`src/rtl/spi_master_ctrl_if.sv`:
```
// Host-side request/response bundle for spi_master_ctrl (controller uses the slave modport).
interface spi_master_ctrl_if #(
  parameter int DATA_W = 8,
  parameter int DIV_W  = 8
);
  // Handshake: start is a one-cycle request, accepted only while the controller is idle
  // (busy=0, done=0); transfer settings are latched on that edge and start is otherwise
  // ignored, never queued. busy stays high until the cycle done pulses, and rx_data holds
  // the received word from the done cycle until the next completed transfer.
  logic              start;
  logic [DATA_W-1:0] tx_data;
  logic [DIV_W-1:0]  baud_div;
  logic              cpol;
  logic              cpha;
  logic              lsb_first;
  logic              busy;
  logic              done;
  logic [DATA_W-1:0] rx_data;

  modport master (
    output start, tx_data, baud_div, cpol, cpha, lsb_first,
    input  busy, done, rx_data
  );

  modport slave (
    input  start, tx_data, baud_div, cpol, cpha, lsb_first,
    output busy, done, rx_data
  );
endinterface

```
`src/rtl/spi_master_ctrl.sv`:
```
// Single-word SPI master: IDLE -> SETUP -> XFER -> HOLD -> DONE with programmable mode/divider.
// Optional SPI_MASTER_CTRL_LOOPBACK_EN adds a loopback input that samples internal mosi instead of miso.
module spi_master_ctrl #(
  parameter int DATA_W = 8,
  parameter int DIV_W  = 8
) (
  input  logic             clk,
  input  logic             rst_n,
`ifdef SPI_MASTER_CTRL_LOOPBACK_EN
  input  logic             loopback,
`endif
  spi_master_ctrl_if.slave host,
  input  logic             miso,
  output logic             sck,
  output logic             mosi,
  output logic             ss_n,
  output logic [2:0]       dbg_state
);

  localparam int EDGE_W = $clog2(2*DATA_W + 1);
  localparam logic [EDGE_W-1:0] LAST_EDGE = EDGE_W'(2*DATA_W - 1);

  typedef enum logic [2:0] {
    S_IDLE  = 3'd0,
    S_SETUP = 3'd1,
    S_XFER  = 3'd2,
    S_HOLD  = 3'd3,
    S_DONE  = 3'd4
  } state_e;

  state_e            state_q, state_d;
  logic [DIV_W-1:0]  div_q, div_d;
  logic [DIV_W-1:0]  cnt_q, cnt_d;
  logic [EDGE_W-1:0] edge_q, edge_d;
  logic              phase_q, phase_d;
  logic              cpol_q, cpol_d;
  logic              cpha_q, cpha_d;
  logic              lsb_q, lsb_d;
  logic [DATA_W-1:0] tx_sr_q, tx_sr_d;
  logic [DATA_W-1:0] rx_sr_q, rx_sr_d;
  logic [DATA_W-1:0] rx_data_q, rx_data_d;
  logic              mosi_q, mosi_d;
  logic              ss_n_q, ss_n_d;
  logic              busy_q, busy_d;
  logic              done_q, done_d;

  logic              sample_bit;
  logic              cnt_zero;
  logic              sample_now;

`ifdef SPI_MASTER_CTRL_LOOPBACK_EN
  assign sample_bit = loopback ? mosi_q : miso;
`else
  assign sample_bit = miso;
`endif

  assign cnt_zero = (cnt_q == '0);
  // A leading edge leaves the idle phase; cpha picks whether it samples or shifts.
  assign sample_now = (~phase_q) ^ cpha_q;

  always_comb begin
    state_d   = state_q;
    div_d     = div_q;
    cnt_d     = cnt_q;
    edge_d    = edge_q;
    phase_d   = phase_q;
    cpol_d    = cpol_q;
    cpha_d    = cpha_q;
    lsb_d     = lsb_q;
    tx_sr_d   = tx_sr_q;
    rx_sr_d   = rx_sr_q;
    rx_data_d = rx_data_q;
    mosi_d    = mosi_q;

    case (state_q)
      S_IDLE: begin
        if (host.start) begin
          div_d   = host.baud_div;
          cpol_d  = host.cpol;
          cpha_d  = host.cpha;
          lsb_d   = host.lsb_first;
          cnt_d   = host.baud_div;
          edge_d  = '0;
          phase_d = 1'b0;
          rx_sr_d = '0;
          // cpha=0 presents the first bit before any edge; cpha=1 waits for the first leading edge.
          if (host.cpha) begin
            mosi_d  = 1'b0;
            tx_sr_d = host.tx_data;
          end else begin
            mosi_d  = host.lsb_first ? host.tx_data[0] : host.tx_data[DATA_W-1];
            tx_sr_d = host.lsb_first ? (host.tx_data >> 1) : (host.tx_data << 1);
          end
          state_d = S_SETUP;
        end
      end

      S_SETUP: begin
        if (cnt_zero) begin
          cnt_d   = div_q;
          state_d = S_XFER;
        end else begin
          cnt_d = cnt_q - 1'b1;
        end
      end

      S_XFER: begin
        if (cnt_zero) begin
          cnt_d   = div_q;
          phase_d = ~phase_q;
          edge_d  = edge_q + 1'b1;
          if (sample_now) begin
            rx_sr_d = lsb_q ? {sample_bit, rx_sr_q[DATA_W-1:1]}
                            : {rx_sr_q[DATA_W-2:0], sample_bit};
          end else begin
            mosi_d  = lsb_q ? tx_sr_q[0] : tx_sr_q[DATA_W-1];
            tx_sr_d = lsb_q ? (tx_sr_q >> 1) : (tx_sr_q << 1);
          end
          if (edge_q == LAST_EDGE) begin
            state_d = S_HOLD;
          end
        end else begin
          cnt_d = cnt_q - 1'b1;
        end
      end

      S_HOLD: begin
        if (cnt_zero) begin
          rx_data_d = rx_sr_q;
          mosi_d    = 1'b0;
          state_d   = S_DONE;
        end else begin
          cnt_d = cnt_q - 1'b1;
        end
      end

      S_DONE: begin
        mosi_d  = 1'b0;
        edge_d  = '0;
        state_d = S_IDLE;
      end

      default: begin
        mosi_d  = 1'b0;
        phase_d = 1'b0;
        state_d = S_IDLE;
      end
    endcase

    // Pin-level outputs are registered from the next state so they never glitch on decode.
    busy_d = (state_d == S_SETUP) || (state_d == S_XFER) || (state_d == S_HOLD);
    ss_n_d = ~busy_d;
    done_d = (state_d == S_DONE);
  end

  always_ff @(posedge clk or negedge rst_n) begin
    if (!rst_n) begin
      state_q   <= S_IDLE;
      div_q     <= '0;
      cnt_q     <= '0;
      edge_q    <= '0;
      phase_q   <= 1'b0;
      cpol_q    <= 1'b0;
      cpha_q    <= 1'b0;
      lsb_q     <= 1'b0;
      tx_sr_q   <= '0;
      rx_sr_q   <= '0;
      rx_data_q <= '0;
      mosi_q    <= 1'b0;
      ss_n_q    <= 1'b1;
      busy_q    <= 1'b0;
      done_q    <= 1'b0;
    end else begin
      state_q   <= state_d;
      div_q     <= div_d;
      cnt_q     <= cnt_d;
      edge_q    <= edge_d;
      phase_q   <= phase_d;
      cpol_q    <= cpol_d;
      cpha_q    <= cpha_d;
      lsb_q     <= lsb_d;
      tx_sr_q   <= tx_sr_d;
      rx_sr_q   <= rx_sr_d;
      rx_data_q <= rx_data_d;
      mosi_q    <= mosi_d;
      ss_n_q    <= ss_n_d;
      busy_q    <= busy_d;
      done_q    <= done_d;
    end
  end

  // Idle level follows the most recently latched cpol, so reset parks sck low.
  assign sck          = phase_q ^ cpol_q;
  assign mosi         = mosi_q;
  assign ss_n         = ss_n_q;
  assign host.busy    = busy_q;
  assign host.done    = done_q;
  assign host.rx_data = rx_data_q;
  assign dbg_state    = state_q;

endmodule

```
`src/flat_wrapper.sv`:
```
// flat-port wrapper written by rule: the top's interface ports become plain ports
module spi_master_ctrl_flat 
#(
  parameter int DATA_W = 8,
  parameter int DIV_W  = 8
)
  (clk, rst_n, miso, sck, mosi, ss_n, dbg_state, host_start, host_tx_data, host_baud_div, host_cpol, host_cpha, host_lsb_first, host_busy, host_done, host_rx_data);
  spi_master_ctrl_if #(.DATA_W(DATA_W), .DIV_W(DIV_W)) host_i ();
  input  logic clk;
  input  logic rst_n;
  input  logic miso;
  output logic sck;
  output logic mosi;
  output logic ss_n;
  output logic [2:0] dbg_state;
  input wire logic [$bits(host_i.start)-1:0] host_start;
  input wire logic [$bits(host_i.tx_data)-1:0] host_tx_data;
  input wire logic [$bits(host_i.baud_div)-1:0] host_baud_div;
  input wire logic [$bits(host_i.cpol)-1:0] host_cpol;
  input wire logic [$bits(host_i.cpha)-1:0] host_cpha;
  input wire logic [$bits(host_i.lsb_first)-1:0] host_lsb_first;
  output wire logic [$bits(host_i.busy)-1:0] host_busy;
  output wire logic [$bits(host_i.done)-1:0] host_done;
  output wire logic [$bits(host_i.rx_data)-1:0] host_rx_data;
  assign host_i.start = host_start;
  assign host_i.tx_data = host_tx_data;
  assign host_i.baud_div = host_baud_div;
  assign host_i.cpol = host_cpol;
  assign host_i.cpha = host_cpha;
  assign host_i.lsb_first = host_lsb_first;
  assign host_busy = host_i.busy;
  assign host_done = host_i.done;
  assign host_rx_data = host_i.rx_data;
  spi_master_ctrl #(.DATA_W(DATA_W), .DIV_W(DIV_W)) u_core (.clk(clk), .rst_n(rst_n), .host(host_i), .miso(miso), .sck(sck), .mosi(mosi), .ss_n(ss_n), .dbg_state(dbg_state));
endmodule
```
`config.mk`:
```
export PLATFORM = sky130hd
export DESIGN_NAME = spi_master_ctrl_flat
export DESIGN_NICKNAME = d
export VERILOG_FILES = /design/src/rtl/spi_master_ctrl_if.sv /design/src/rtl/spi_master_ctrl.sv /design/src/flat_wrapper.sv
export SDC_FILE = /design/constraint.sdc
export NUM_CORES = 1
export LEC_CHECK = 0
export ABC_AREA = 0
export BUFFER_PORTS_ARGS = -buffer_cell sky130_fd_sc_hd__buf_2
export CORE_UTILIZATION = 50
export CTS_CLUSTER_DIAMETER = 200
export DETAILED_ROUTE_END_ITERATION = 6
export GPL_TIMING_DRIVEN = 0
export HOLD_SLACK_MARGIN = 0.05
export PLACE_DENSITY = 0.79
export SLEW_MARGIN = 25
export SYNTH_ARGS = -nofsm -noshare
export SYNTH_HDL_FRONTEND = slang
export SYNTH_SLANG_ARGS = --single-unit
```
`constraint.sdc`:
```
create_clock -name clk -period 3.3 [get_ports clk]
set_clock_uncertainty 0.2 [all_clocks]
set_input_delay 0.495 -clock clk [delete_from_list [all_inputs] [get_ports clk]]
set_output_delay 0.495 -clock clk [all_outputs]
set_load 0.02 [all_outputs]
```
[Yosys cells after proc, flatten, opt, wreduce, memory -nomap -nowiden]
Cells that the tools add are included.
Word-level totals
  memories kept: 0
  bits in read-only memories: 0
  logic and storage cells: 91
  memory bits (writable): 0
  bits in registers: 56
  bits in latches: 0
  bits of input ports: 23
  output and inout bits: 16
Operators by class
  multiply operators: 0
  add/sub/neg operators: 2
  shift operators: 0
  multiplexer cells: 36
  eq/ne operators: 15
  bitwise logic cells: 6
  reduce and logical (&&, ||, !) cells: 17
  $lt $le $gt $ge: 0
  div/mod/pow operators: 0
Operators with widths (count)
  2-to-1 mux 8 bit: 13
  one-hot mux 8 bit (2 select lines): 2
  one-hot mux 8 bit (3 select lines): 1
  2-to-1 mux 3 bit: 5
  one-hot mux 5 bit (3 select lines): 1
  equality test 3 x 2 -> 1 bit (second input constant): 4
  one-hot mux 3 bit (4 select lines): 1
  2-to-1 mux 5 bit: 2
  2-to-1 mux 1 bit: 9
  AND reduction 3 bit: 3
  zero test 8 bit: 1
  AND reduction 4 bit: 2
  subtractor 8 x 1 -> 8 bit (second input constant): 1
  equality test 3 x 1 -> 1 bit (second input constant): 2
  equality test 3 bit (second input constant): 2
  inequality test 2 x 1 -> 1 bit (second input constant): 3
  inequality test 2 bit (second input constant): 3
  nonzero test 3 bit: 2
  adder 5 x 1 -> 5 bit (second input constant): 1
  equality test 5 x 4 -> 1 bit (second input constant): 1
  AND reduction 5 bit: 1
  NOT 1 bit: 4
  one-hot mux 1 bit (4 select lines): 1
  AND reduction 2 bit: 2
  other kinds (7): 9

[Depth between registers and ports, before layout]
Gate-level depths: netlist of the first run.
  word-level depth: 8
  depth in mapped cells: 9
  mapped depth without buffers: 8

[Worst setup path before layout of the first run]
OpenSTA, ideal clock, no wires.
  kind: register to register
  start: reg u_core.cnt_q[0]
  end: reg u_core.rx_sr_q[0]
  slack: 0.928 ns
  required time: 2.975 ns
  arrival: 2.048 ns
  path buffers: 0
  cell stages (with the launch flop): 8
  period minus slack after synthesis: 2.372 ns
  setup time: 0.125 ns
  cell sequence: dfrtp_1 inv_1 ha_1 or3b_2 nor2_4 a31oi_1 nor3_4 mux2_2
Between the ends
  word-level cells in the longest chain between the ends: 3
RTL lines
  start, declared: RTL line spi_master_ctrl.sv:33  | logic [DIV_W-1:0] cnt_q, cnt_d;
  start signal, assigned: RTL line spi_master_ctrl.sv:176  | cnt_q <= cnt_d;
  zero test 8 bit: RTL line spi_master_ctrl.sv:57  | assign cnt_zero = (cnt_q == '0);
  inequality test 2 x 1 -> 1 bit (no line)
  AND reduction 4 bit (no line)
  end signal, assigned: RTL line spi_master_ctrl.sv:183  | rx_sr_q <= rx_sr_d;
  end, declared: RTL line spi_master_ctrl.sv:40  | logic [DATA_W-1:0] rx_sr_q, rx_sr_d;
No other way between the ends.
A chain may end at the register's enable or synchronous reset.

[Final worst setup path of the first run]
  start: reg u_core.cnt_q[0]
  end: reg u_core.tx_sr_q[1]
Between the ends
  word-level cells in the longest chain between the ends: 3
RTL lines
  zero test 8 bit: RTL line spi_master_ctrl.sv:57
  inequality test 2 x 1 -> 1 bit (no line)
  AND reduction 4 bit (no line)
  end signal, assigned: RTL line spi_master_ctrl.sv:182  | tx_sr_q <= tx_sr_d;
  end, declared: RTL line spi_master_ctrl.sv:39  | logic [DATA_W-1:0] tx_sr_q, tx_sr_d;
No other way between the ends.

==> results of run 1 <==
power by group through the flow:
stage | Sequential (mW) | Clock, mW | Combinational [mW]
floorplan | 1.06 | 0 | 0.956
global placement | 1.06 | 0 | 1.21
detailed placement | 1.08 | 0 | 1.25
CTS | 1.06 | 0.470 | 1.26
global route | 1.09 | 0.501 | 1.40
finish | 1.06 | 0.458 | 1.26
layout make-up:
cell class                 count  area, sq um
buffer                        18         83.8
sequential                    56         1400
clock buffer                   6         72.6
multi-input combinational    214         1590
timing repair buffer          37          193
fill                         518         2450
tap                           75         93.8
clock inverter                 2         38.8
inverter                       9         33.8
critical path: stages (launching register included):
cell,delay [ps]
dfrtp_1,430
inv_1,100
ha_1,210
nor3b_1,420
nand2_2,260
nor2_1,310
a2bb2oi_4,290
mux2_2,380
state kept, by name, indices dropped and copies added (netlist names), 3 cells and up:
name,flops
u_core.cnt_q,8
u_core.div_q,8
u_core.host.rx_data,8
u_core.rx_sr_q,8
u_core.edge_q,5
u_core.tx_sr_q,8
u_core.dbg_state,3
cells by family after synthesis:
family,synth area share (%)
muxes,20.5
DFF,45.1
adders and majority gates,1.53
AOI/OAI and AO/OA,14.4
buffers and inverters,3.79
and+or+nand+nor,13.0
xor gates and xnor gates,1.69
Yosys cell counts (2+ instances only):
library cell | number | area share, %
nand2_1 | 11 | 1.3
a31oi_1 | 2 | 0.40
nand4_1 | 2 | 0.40
a221oi_1 | 2 | 0.56
o21ai_0 | 16 | 2.6
dfrtp_1 | 55 | 44
a21oi_1 | 15 | 2.4
a211oi_1 | 7 | 1.7
buf_2 | 7 | 1.1
inv_1 | 9 | 1.1
nand3_1 | 6 | 0.97
nand2_2 | 2 | 0.40
a32oi_1 | 3 | 0.85
nor2_1 | 33 | 4.0
mux2i_1 | 23 | 7.4
clkbuf_1 | 8 | 0.97
nand2b_1 | 2 | 0.40
nor3_1 | 8 | 1.3
a22oi_1 | 3 | 0.72
a22o_1 | 5 | 1.4
xor2_1 | 3 | 0.85
nor4_1 | 3 | 0.60
mux2_2 | 36 | 13
xnor2_1 | 3 | 0.85
nor3b_1 | 2 | 0.48
ha_1 | 3 | 1.2
buf_1 | 2 | 0.24
per-stage QoR:
| step | std cells | setup slack [ps] |
|---|---|---|
| after floorplan | 297 | 928 |
| after global placement | 408 | 660 |
| after detailed placement | 408 | 619 |
| after CTS | 417 | 599 |
| after global routing | 417 | 392 |
| final | 417 | 582 |
worst min path at each step:
stage                            from                endpoint  slack (ps)
4_1_cts                     host_cpol           u_core.cpol_q         220
5_1_grt              host_baud_div[6]         u_core.div_q[6]         200
6_report             host_baud_div[3]         u_core.div_q[3]         220
3_3_place_gp         u_core.edge_q[4]        u_core.edge_q[4]         270
2_1_floorplan                   rst_n         u_core.cnt_q[0]        -0.6
3_5_place_dp   u_core.host.rx_data[2]  u_core.host.rx_data[2]         290
layer usage:
metal	global-route usage (%)	vias up
li1	-	1165
met1	28.8	1206
met2	38.0	56
met3	5.17	6
met4	6.96	0
met5	0	-
timing repair:
action,4_1_cts,5_1_grt
hold buffers,1,0
resized for setup,0,0
hold endpoints to repair,40,0
==> results by group, run 1 <==
Setup path
  • Setup CP Type: reg2reg
  • Worst setup endpoint: u_core.tx_sr_q[1]
  • CP Launch Point: u_core.cnt_q[0]
  • Max FO, Critical Path: 10
  • CP Capture Type: flop
  • Startpoint Class: flop
  • Worst r2r path cells: 7
  • Worst r2r dst: u_core.tx_sr_q[1]
  • RR Startpoint: u_core.cnt_q[0]
  • Required time of the critical path: about 3300 ps
  • R2R setup slack: between 500 and 600 ps
  • WP data arrival: 2720 ps

Flow run
  • Maxcap violations: 0

Synthesis
  • Post-synthesis cell type count: 53
  • Syn Inst Count: ~300
  • FFs w/ async S/R, synth: 100%
  • Syn Nets: around 320
  • #FFs+latches synth: 56
  • Syn Area/Cell: roughly 10 sq um
  • Synth warn: 0
  • Post-synthesis sequential area ratio: between 40% and 50%
  • EDFF count, synth: 0
  • Top FF cell, synth: dfrtp_1
  • Mapped cell area: between 3000 and 4000 sq um

Floorplan
  • Chip Width: just over 80 um
  • DIE HEIGHT: roughly 80 um
  • Std-Cell Rows: 28
  • Io pins: 39
  • Core box area: just under 6000 sq um
  • Starting Density: a little over half
  • Die area: 6530 sq um

Power and ir drop
  • Total power: 2.78 mW
  • Clock power frac: 16.5%
  • Peak supply drop: 0.355 mV
  • LEAKAGE: 1.60 nW
  • Combinational power share: 45.2%
  • Switching power: roughly 1.1 mW
  • Cell internal pwr: 1.68 mW
  • Pwr per Cell Area: approximately 800 nW/um^2
  • Reg power frac: a little under two fifths
  • Switching Share: around 40%

STA
  • Hold_ws: around 220 ps
  • Final Max Slew Viols: 0
  • Final setup fails: 0
  • Total negative slack: 0 ps
  • Slew margin rel.: between 50% and 60%
  • Final hold vios: 0
  • RSZ-0062 raised after global routing: false
  • Final critical-path share of the clock period: between 80 and 90%
  • Crit path time final: 2720 ps
  • F_max: ~370 MHz
  • Slew @ Worst Pin: 710 ps

Clocking
  • Clock transition at path regs: 100 ps
  • CTS Buf Count: 5
  • Clock sinks: between 50 and 60
  • H-tree Lvls: 2
  • Post-CTS setup repair buffer count: 0
  • CTS root buffer: clkbuf_8
  • Clock latency on the worst-skew pair: ~310 ps
  • Clock tree buffer depth: 2
  • CTS tree: built

Placement
  • DP Area: 3380 sq um
  • Final GP Congestion: approximately 0.84
  • Post-DP HPWL: 4.79 mm
  • Number of port buffers: 36

Routing
  • DRC viols: 0
  • Final ANT Viol Nets: 0
  • Drt total wl: approximately 6.6 mm
  • Initial drt markers: around 140
  • Wire length on met2: ~3.3 mm
  • DRT met1 WL: around 3 mm
  • First drt pass iteration count: 5
  • Met3 routed WL: ~250 um
  • Top sig layer: met4
  • WL per Instance: around 16 um
  • Via count: roughly 2400
  • Vias per cell: between 5 and 6

Hold path
  • Worst Hold Path Cells: 2
  • Hold Path Class: in2reg

Layout
  • Commonest non-fill, non-tap cell in the layout: dfrtp_1
  • Antenna cell count: 0
  • Layout cells sized above 1: 28.9%
  • Final Net Count: about 370
  • Design Area, Final: roughly 3500 sq um
  • Post-layout util: between 50% and 60%
  • Area delta synth->final: 12.8%
  • Leading cell types in the layout, fill and taps excluded: 55 x dfrtp_1, 42 x buf_2, 36 x mux2_2

Global routing
  • Global-route wire length before repair: 11.3 mm
  • Gr usage total: 22.6%
  • Grt total ovfl: 0
  • Antenna violations before repair: 0
  • Vias in the first global route: around 2400
  • Largest net degree at the start of global routing: 57

Outcome
  • Status: complete, no violations
No activity file was read; power rests on OpenSTA's default activity.
==> run 2, diff against run 1 <==
--- a/config.mk
+++ b/config.mk
@@ -12,7 +12,7 @@
 export DETAILED_ROUTE_END_ITERATION = 6
 export GPL_TIMING_DRIVEN = 0
 export HOLD_SLACK_MARGIN = 0.05
-export PLACE_DENSITY = 0.79
+export PLACE_DENSITY = 0.82
 export SLEW_MARGIN = 25
 export SYNTH_ARGS = -nofsm -noshare
 export SYNTH_HDL_FRONTEND = slang
==> constraint.sdc (replaced) <==
create_clock -name clk -period 2.2 [get_ports clk]
set_clock_uncertainty 0.2 [all_clocks]
set_input_delay 0.33 -clock clk [delete_from_list [all_inputs] [get_ports clk]]
set_output_delay 0.33 -clock clk [all_outputs]
set_load 0.02 [all_outputs]
==> results by group, run 2 (synthesized netlist as in run 1, its figures left out) <==
Routing
  • Via count: 2610 (was 2433)
  • Met3 routed WL: 394 um (was 251 um)
  • Top sig layer: met4 (unchanged)
  • First drt pass iteration count: 4 (was 5)
  • DRT met1 WL: 3.19 mm (was 2.96 mm)
  • Vias per cell: 5.96 (was 5.83)
  • DRC viols: 0 (unchanged)
  • Initial drt markers: 213 (was 136)
  • Drt total wl: 7.43 mm (was 6.56 mm)
  • Final ANT Viol Nets: 0 (unchanged)
  • Wire length on met2: 3.76 mm (was 3.27 mm)
  • WL per Instance: 17.0 um (was 15.7 um)

STA
  • Final setup fails: 9 (was 0)
  • F_max: 442 MHz (was 368 MHz)
  • Hold_ws: 55.2 ps (was 222 ps)
  • Final critical-path share of the clock period: 103% (was 82.4%)
  • Final Max Slew Viols: 0 (unchanged)
  • Slew @ Worst Pin: 706 ps (was 710 ps)
  • Slew margin rel.: 53.0% (was 52.3%)
  • Fin worst setup slack: -61.3 ps (was 582 ps)
  • Final hold vios: 0 (unchanged)
  • RSZ-0062 raised after global routing: true (was false)
  • Crit path time final: 2260 ps (was 2720 ps)

Clocking
  • Clock transition at path regs: 100 ps (about the same)
  • H-tree Lvls: 2 (unchanged)
  • CTS tree: built (unchanged)
  • Clock sinks: 56 (unchanged)
  • CTS Buf Count: 5 (unchanged)
  • Clock tree buffer depth: 2 (unchanged)
  • Clock latency on the worst-skew pair: 310 ps (about the same)
  • CTS root buffer: clkbuf_8 (unchanged)

Setup path
  • Max FO, Critical Path: 8 (was 10)
  • WP data arrival: 2250 ps (was 2720 ps)
  • Required time of the critical path: 2190 ps (was 3300 ps)
  • Setup CP Type: reg2reg (unchanged)
  • Startpoint Class: flop (unchanged)
  • CP Capture Type: flop (unchanged)

Global routing
  • Largest net degree at the start of global routing: 57 (unchanged)
  • Vias in the first global route: 2553 (was 2418)
  • Antenna violations before repair: 0 (unchanged)
  • Grt total ovfl: 0 (unchanged)
  • Gr usage total: 23.4% (was 22.6%)
  • Global-route wire length before repair: 11.8 mm (was 11.3 mm)

Power and ir drop
  • Pwr per Cell Area: 1210 nW/um^2 (was 793 nW/um^2)
  • LEAKAGE: 1.78 nW (was 1.60 nW)
  • Peak supply drop: 0.710 mV (was 0.355 mV)
  • Total power: 4.68 mW (was 2.78 mW)

Floorplan
  • Die area: 6530 sq um (unchanged)
  • Io pins: 39 (unchanged)
  • DIE HEIGHT: 80.8 um (unchanged)
  • Starting Density: 52.2% (unchanged)
  • Chip Width: 80.8 um (unchanged)
  • Core box area: 5960 sq um (unchanged)
  • Std-Cell Rows: 28 (unchanged)

Layout
  • Commonest non-fill, non-tap cell in the layout: dfrtp_1 (unchanged)
  • Fillers: 458 (was 518)
  • Antenna cell count: 0 (unchanged)
  • Final Net Count: 388 (was 367)
  • Cell Count, Final, Fillers Out: 438 (was 417)
  • Leading cell types in the layout, fill and taps excluded: 53 x dfrtp_1, 41 x buf_2, 30 x nor2_1 (was 55 x dfrtp_1, 42 x buf_2, 36 x mux2_2)
  • Area delta synth->final: 24.8% (was 12.8%)
  • Layout cells sized above 1: 39.1% (was 28.9%)
  • Post-layout util: 65.1% (was 58.8%)

Placement
  • Number of port buffers: 36 (unchanged)
  • Setup WS pre-CTS: -381 ps (was 619 ps)
  • Post-DP HPWL: 4.60 mm (was 4.79 mm)
  • DP Cell Count: 408 (unchanged)
  • Final GP Congestion: 0.858 (was 0.840)

Hold path
  • Hold Path Class: in2reg (unchanged)

Outcome
  • Status: finished with violations (was complete, no violations)
  • Failing checks: setup timing

Flow run
  • Maxcap violations: 0 (unchanged)
run 2: through the flow:
step                setup TNS (ps)  instance area [sq um]
finish                        -444                   3880
floorplan                    -1050                   3110
global route                 -1560                   3880
global placement             -8070                   3390
detailed placement           -9410                   3390
CTS                           -315                   3750
run 2: metal layers:
metal / global-route usage, % / up-vias
li1: - / 1221
met1: 28.8 / 1290
met2: 41.5 / 86
met3: 4.27 / 13
met4: 6.96 / 0
met5: 0 / -
run 2: repair_timing:
action,4_1_cts,5_1_grt
pin swaps,6,3
hold buffers,2,0
buffers inserted,13,10
hold endpoints to repair,56,0
resized for setup,30,12
setup endpoints to repair,43,46
run 2: path summary, 6_finish.rpt:
check	from	endpoint	slack, ps	cells after the start
hold reg to reg	u_core.host.rx_data[6]	u_core.host.rx_data[6]	300	1
min in group asynchronous	rst_n	u_core.div_q[4]	390	2
max in group asynchronous	rst_n	u_core.cnt_q[6]	890	2
setup / recovery	u_core.cnt_q[5]	u_core.rx_sr_q[3]	-60	6
hold / removal	host_baud_div[1]	u_core.cnt_q[1]	60	3
setup reg to reg	u_core.cnt_q[5]	u_core.rx_sr_q[3]	-60	6
run 2: cell type report:
| type | instances | area [sq um] | share of cell area, % |
|---|---|---|---|
| multi-input combinational | 214 | 1760 | 45.4 |
| sequential | 56 | 1410 | 36.2 |
| timing repair buffer | 61 | 404 | 10.4 |
| tap | 75 | 93.8 | 2.42 |
| buffer | 15 | 73.8 | 1.90 |
| clock buffer | 6 | 72.6 | 1.87 |
| clock inverter | 2 | 35.0 | 0.904 |
| inverter | 9 | 33.8 | 0.871 |
run 2: critical path, stage by stage, from the launching register on:
cell,delay [ps]
dfrtp_2,440
or4_4,570
nor2_4,180
a31oi_4,110
nor3_4,170
buf_12,170
mux2_4,300
run 2: report_power, final:
part / switching (mW) / internal (mW) / total (mW)
Combinational: 1.30 / 1.09 / 2.39
Sequential: 0.260 / 1.36 / 1.62
Clock: 0.329 / 0.338 / 0.668
Total: 1.89 / 2.79 / 4.68
